==> src/rtl/mips_cpu_lsu_pkg.sv <==
// Shared types and helpers for the MIPS load/store unit.
package mips_cpu_lsu_pkg;

  // Operation codes; bit 3 set marks a store.
  typedef enum logic [3:0] {
    LB  = 4'd0,
    LBU = 4'd1,
    LH  = 4'd2,
    LHU = 4'd3,
    LW  = 4'd4,
    LWL = 4'd5,
    LWR = 4'd6,
    SB  = 4'd8,
    SH  = 4'd9,
    SW  = 4'd10
  } lsu_op_t;

  typedef enum logic [1:0] {
    S_IDLE   = 2'd0,
    S_ACCESS = 2'd1,
    S_WRITE  = 2'd2,
    S_RESP   = 2'd3
  } lsu_state_t;

  function automatic logic is_store(input lsu_op_t op);
    return op[3];
  endfunction

  // Halfword ops need an even offset, word ops a zero offset; byte and
  // unaligned-word ops (LWL/LWR) are always legal.
  function automatic logic is_misaligned(input lsu_op_t op, input logic [1:0] off);
    return (((op == LH) || (op == LHU) || (op == SH)) && off[0]) ||
           (((op == LW) || (op == SW)) && (off != 2'b00));
  endfunction

endpackage

==> src/rtl/mips_cpu_lsu_align.sv <==
// Combinational lane logic: load extract/extend/merge and store lane merge.
module mips_cpu_lsu_align
  import mips_cpu_lsu_pkg::*;
(
  input  lsu_op_t     op,
  input  logic [1:0]  off,
  input  logic [31:0] word,
  input  logic [31:0] rt,
  input  logic [31:0] wdata,
  output logic [31:0] load_data,
  output logic [31:0] store_data
);

  logic [4:0]  byte_sh;
  logic [4:0]  half_sh;
  logic [4:0]  left_sh;
  logic [7:0]  byte_v;
  logic [15:0] half_v;
  logic [31:0] lwl_keep;

  // Lane selection; the halfword lane ignores off[0] so odd offsets fall back to the aligned half.
  always_comb begin
    byte_sh    = {off, 3'b000};
    half_sh    = {off[1], 4'b0000};
    left_sh    = {~off, 3'b000};
    byte_v     = 8'(word >> byte_sh);
    half_v     = 16'(word >> half_sh);
    lwl_keep   = ~(32'hFFFF_FFFF << left_sh);
    load_data  = word;
    store_data = wdata;
    case (op)
      LB:      load_data = {{24{byte_v[7]}}, byte_v};
      LBU:     load_data = {24'h0, byte_v};
      LH:      load_data = {{16{half_v[15]}}, half_v};
      LHU:     load_data = {16'h0, half_v};
      LWL:     load_data = (word << left_sh) | (rt & lwl_keep);
      LWR:     load_data = (word >> byte_sh) | (rt & ~(32'hFFFF_FFFF >> byte_sh));
      SB:      store_data = (word & ~(32'h0000_00FF << byte_sh)) |
                            ({24'h0, wdata[7:0]} << byte_sh);
      SH:      store_data = (word & ~(32'h0000_FFFF << half_sh)) |
                            ({16'h0, wdata[15:0]} << half_sh);
      default: begin
        load_data  = word;
        store_data = wdata;
      end
    endcase
  end

endmodule

==> src/rtl/mips_cpu_lsu.sv <==
// MIPS load/store unit: turns CPU requests into aligned word accesses,
// read-modify-write for sub-word stores.
// Optional macro MIPS_CPU_LSU_ALIGN_CHECK_EN: misaligned LH/LHU/SH/LW/SW
// skip memory and respond with resp_err=1.
module mips_cpu_lsu
  import mips_cpu_lsu_pkg::*;
#(
  parameter int ADDR_W = 32
) (
  input  logic              clk,
  input  logic              rst_n,
  input  logic              req_valid,
  output logic              req_ready,
  input  logic [3:0]        req_op,
  input  logic [31:0]       req_addr,
  input  logic [31:0]       req_wdata,
  input  logic [31:0]       req_rt,
  output logic              resp_valid,
  output logic [31:0]       resp_rdata,
  output logic              resp_err,
  output logic [ADDR_W-1:0] mem_address,
  output logic              mem_read,
  output logic              mem_write,
  output logic [31:0]       mem_writedata,
  input  logic [31:0]       mem_readdata
);

  lsu_state_t  state_q, state_d;
  lsu_op_t     op_q, op_d;
  logic [31:0] addr_q, addr_d;
  logic [31:0] wdata_q, wdata_d;
  logic [31:0] rt_q, rt_d;
  logic [31:0] word_q, word_d;
  logic [31:0] rdata_q, rdata_d;
  logic        err_q, err_d;
  logic [31:0] align_word;
  logic [31:0] load_data;
  logic [31:0] store_data;
  logic        misalign_hit;

`ifdef MIPS_CPU_LSU_ALIGN_CHECK_EN
  assign misalign_hit = is_misaligned(op_q, addr_q[1:0]);
`else
  assign misalign_hit = 1'b0;
`endif

  assign mem_address = ADDR_W'({addr_q[31:2], 2'b00});
  assign resp_rdata  = rdata_q;
  assign resp_err    = err_q;

  mips_cpu_lsu_align u_align (
    .op         (op_q),
    .off        (addr_q[1:0]),
    .word       (align_word),
    .rt         (rt_q),
    .wdata      (wdata_q),
    .load_data  (load_data),
    .store_data (store_data)
  );

  // Next-state, request capture and memory strobes.
  always_comb begin
    state_d       = state_q;
    op_d          = op_q;
    addr_d        = addr_q;
    wdata_d       = wdata_q;
    rt_d          = rt_q;
    word_d        = word_q;
    rdata_d       = rdata_q;
    err_d         = err_q;
    align_word    = word_q;
    req_ready     = 1'b0;
    resp_valid    = 1'b0;
    mem_read      = 1'b0;
    mem_write     = 1'b0;
    mem_writedata = 32'h0;
    case (state_q)
      S_IDLE: begin
        req_ready = 1'b1;
        if (req_valid) begin
          op_d    = lsu_op_t'(req_op);
          addr_d  = req_addr;
          wdata_d = req_wdata;
          rt_d    = req_rt;
          state_d = S_ACCESS;
        end
      end
      S_ACCESS: begin
        // Loads are formatted straight from the read bus so the result is
        // already registered when resp_valid rises.
        align_word = mem_readdata;
        err_d      = 1'b0;
        state_d    = S_RESP;
        if (misalign_hit) begin
          err_d = 1'b1;
        end else if (op_q == SW) begin
          mem_write     = 1'b1;
          mem_writedata = wdata_q;
        end else if (is_store(op_q)) begin
          mem_read = 1'b1;
          word_d   = mem_readdata;
          state_d  = S_WRITE;
        end else begin
          mem_read = 1'b1;
          word_d   = mem_readdata;
          rdata_d  = load_data;
        end
      end
      S_WRITE: begin
        mem_write     = 1'b1;
        mem_writedata = store_data;
        state_d       = S_RESP;
      end
      S_RESP: begin
        resp_valid = 1'b1;
        state_d    = S_IDLE;
      end
      default: state_d = S_IDLE;
    endcase
  end

  // State and request registers; reset aborts any access in flight.
  always_ff @(posedge clk or negedge rst_n) begin
    if (!rst_n) begin
      state_q <= S_IDLE;
      op_q    <= LB;
      addr_q  <= 32'h0;
      wdata_q <= 32'h0;
      rt_q    <= 32'h0;
      word_q  <= 32'h0;
      rdata_q <= 32'h0;
      err_q   <= 1'b0;
    end else begin
      state_q <= state_d;
      op_q    <= op_d;
      addr_q  <= addr_d;
      wdata_q <= wdata_d;
      rt_q    <= rt_d;
      word_q  <= word_d;
      rdata_q <= rdata_d;
      err_q   <= err_d;
    end
  end

endmodule

==> config.mk <==
export PLATFORM = sky130hd
export DESIGN_NAME = mips_cpu_lsu
export DESIGN_NICKNAME = d
export VERILOG_FILES = /design/src/rtl/mips_cpu_lsu_pkg.sv /design/src/rtl/mips_cpu_lsu_align.sv /design/src/rtl/mips_cpu_lsu.sv
export SDC_FILE = /design/constraint.sdc
export NUM_CORES = 1
export LEC_CHECK = 0
export CAP_MARGIN = 20
export CORE_UTILIZATION = 51
export DETAILED_ROUTE_END_ITERATION = 6
export GPL_ROUTABILITY_DRIVEN = 0
export PLACE_DENSITY = 0.88
export SYNTH_ARGS = -nofsm -noshare
export SYNTH_HDL_FRONTEND = slang
export SYNTH_SLANG_ARGS = --single-unit
==> constraint.sdc <==
create_clock -name clk -period 3.62 [get_ports clk]
set_input_delay 0.905 -clock clk [delete_from_list [all_inputs] [get_ports clk]]
set_output_delay 0.905 -clock clk [all_outputs]
set_load 0.01 [all_outputs]
==> flow_metrics.tcl <==
set metrics [dict create \
    setup_violations 3 \
    placed_cells 1421 \
    clock-root-buffer "clkbuf_16" \
    clock_path_buffers 2 \
    place.port_buffers 232 \
    syn_inst 961 \
    critical_path.top_delay_family "buffers and inverters" \
    stdcell_count 1464 \
    dp.final_hpwl_mm 23.8 \
    outcome "finished, violations left" \
    post-synth-top-area-fraction_pct 42.0 \
    synth-edff-count 0 \
    tritoncts "yes" \
    yosys_warnings 0 \
    worst_path_max_delay_cell "clkdlybuf4s50_1" \
    remaining_global_route_overflow 0 \
    static-leakage-power_nw 5.55 \
    setup_ws_ns -0.0536 \
    tritoncts.num_buffers 17 \
    critPathKind "register to output port" \
    min_path_type "input port to asynchronous set/reset pin" \
    chipWidth_um 141 \
    layout_commonest_cell "clkdlybuf4s50_1" \
    final_cell_mix "clkdlybuf4s50_1 (200), dfrtp_1 (164), mux2_2 (151)" \
    filler_cell_count 1267 \
    report.final.hold_viol_count 0 \
    period_minus_slack_ns 3.67 \
    critical_path_required_ns 2.71 \
    max_freq_mhz 272 \
    holdBufCountCts 0 \
    routed_vias_inst 6.60 \
    period_share_pct 101 \
    num_io_pins 236 \
    synth.lib_cells_used.distinct 63 \
    path_buf_inv 3 \
    fin_worst_skew_ns 0.00992 \
    slowest_delay_ns 0.47 \
    slew_headroom_pct 33.0 \
    floorplan.die_area_um2 19900 \
    worstPathCellList "inv_2 > ha_4 > buf_12 > mux2_4 > o22ai_1 > a21oi_1 > a22oi_1 > nor2b_1 > clkdlybuf4s50_1" \
    reg2reg_to "resp_rdata[31]" \
    postRouteWirelength_mm 35.7 \
    effective_utilization_at_floorplan_pct 52.5 \
    tritoncts_num_sinks 166 \
    timing.max_cap.violations 0 \
    final_antenna_net_count 0 \
    r2r_cells 10 \
    power_density_nw_per_um2 1060 \
    route.vias.total 9665 \
    irDropWorstVdd_mv 0.545 \
    timing_worst_slew_pin_value_ns 0.991 \
    die_height_um 141 \
    final_cell_area_um2 13600 \
    critical_path_startpoint_category "register" \
    fp.coreArea_um2 18800 \
    r2r_slack_ns 0.79 \
    drt_iter0_markers 1946 \
    place_worst_setup_slack_ns -0.253 \
    worstPathMaxFanout 11 \
    synth_area_um2 9880 \
    timing.critical_path.to_type "output port" \
    avgSynthCellArea_um2 10.3 \
    worstPathArrival_ns 2.77 \
    yosys_register_bits 166 \
    worst_setup_path_startpoint "state_q[1]" \
    postSynth.asyncResetShare_pct 100 \
    antenna_found_initial 0 \
    post_dp_cell_area_um2 12600 \
    global_route_wire_length_before_repair_mm 53.1 \
    slew_violations 0 \
    final_nets 1330 \
    htree_levels 4 \
    avgRoutedWirePerCell_um 24.4 \
    antennaDiodeCount 0 \
    remaining_drc_errors 57 \
    row_count 50 \
    violations_in_the_final_reports "DRC, setup timing" \
    cts.reportedPaths.clkPinSlew_ns 0.07 \
    synthTopCellsByArea "dfrtp_1 (42%), mux2_2 (18%), buf_4 (3.0%)" \
    rsz_0062_raised_after_global_routing "yes" \
    synth_ff_type "dfrtp_1" \
    insertion_delay_ns 0.45 \
    grt_pass1_vias 9355 \
    final_layout_size_suffix_gt1_share_pct 28.0 \
    drt-pass1-iter-count 7 \
    pin_count_of_the_biggest_net_entering_global_routing 71 \
    timing.rr.start "state_q[1]" \
    library_cell_occupying_the_most_area_in_the_post_synthesis_netlist "dfrtp_1" \
    areaGrowthSynthToFinish_pct 37.4 \
    ys_seq_area_share_pct 42.0 \
    global_routing_usage_summed_across_all_routing_layers_pct 35.6 \
]
==> layout make-up <==
type                    instances  area (um^2)  share of cell area (%)
clock buffers                  17          425                    3.13
clock inverters                15          173                    1.27
inverters                      12         45.0                   0.332
multi-input cells             675         5340                    39.3
flip-flops and latches        166         4160                    30.6
well taps                     260          325                    2.40
repair buffers                319         3110                    22.9
==> through the flow <==
| step | hold WS [ns] | setup TNS, ns | utilization (%) | power (mW) |
|---|---|---|---|---|
| 2_1_floorplan | 0.472 | 0 | - | 8.38 |
| 3_3_place_gp | 0.481 | -0.651 | 67.0 | 11.4 |
| 3_5_place_dp | 0.491 | -0.917 | 67.0 | 11.6 |
| 4_1_cts | 0.497 | -0.0599 | 70.9 | 13.7 |
| 5_1_grt | 0.520 | -0.436 | 72.1 | 14.9 |
| 6_report | 0.458 | -0.119 | 72.1 | 14.4 |
==> power breakdown <==
group | internal, mW | switching, mW
Sequential | 2.84 | 0.915
Combinational | 4.19 | 4.61
Clock | 0.991 | 0.882
Total | 8.02 | 6.40
==> sequential cells by signal, summed over array words and instances, names as in the netlist <==
signal	count
addr_q	32
resp_rdata	32
rt_q	32
wdata_q	32
word_q	32
op_q	4
state_q	2
==> routing by layer <==
layer  GRT usage (%)  share of wire (%)  vias up
met2            55.2                 45      816
li1                -                  -     4015
met5               0                  0        -
met4            18.6                6.9        0
met3            13.2                 13      250
met1            43.2                 36     4584
==> how the worst max path moves through the flow <==
stage,end,slack (ns),cells after the start
after floorplan,mem_writedata[14],0.68,9
after global placement,mem_writedata[0],-0.21,7
after detailed placement,mem_writedata[0],-0.25,7
after CTS,mem_writedata[2],-0.06,9
after global routing,mem_writedata[26],-0.14,9
final,mem_writedata[26],-0.05,9
==> Yosys cell counts, drive strengths merged, types with 2 or more instances <==
master   number
a211oi        7
inv          12
nor2b        33
buf          59
ha            4
o21ai        18
a311oi        5
nor4bb        2
nand2        61
mux2i        29
mux2        161
o32a          7
a2bb2oi       6
a32oi         2
o22ai        47
nand3        18
dfrtp       166
o221a         8
nand2b        3
nor3          8
nor3b         4
and3          4
o21a          4
nor4          3
a21boi       17
a222oi        2
o2111ai      12
nor2         60
clkbuf       51
o211ai       32
and2          5
a21oi        42
o221ai        6
or4           2
or2           2
o2bb2ai       2
a22oi        24
a31oi        18
==> cells by family after synthesis <==
group	after synthesis	synth area share (%)
AO/OA/AOI/OAI	267	19.3
AND/OR/NAND/NOR	208	10.1
multiplexers	191	21.5
flip-flops	166	42.0
buffers and inverters	122	6.43
adder cells (fa/ha/maj)	4	0.506
XOR/XNOR	2	0.177
other	1	0.0379
==> what timing repair did <==
item,in CTS,in global routing
buffers inserted,1,7
endpoints found under the hold margin,0,0
pin swaps,2,3
gates resized for setup,51,42
setup endpoints to repair,32,22
cloned,2,1
(Power assumes the default switching activity.)
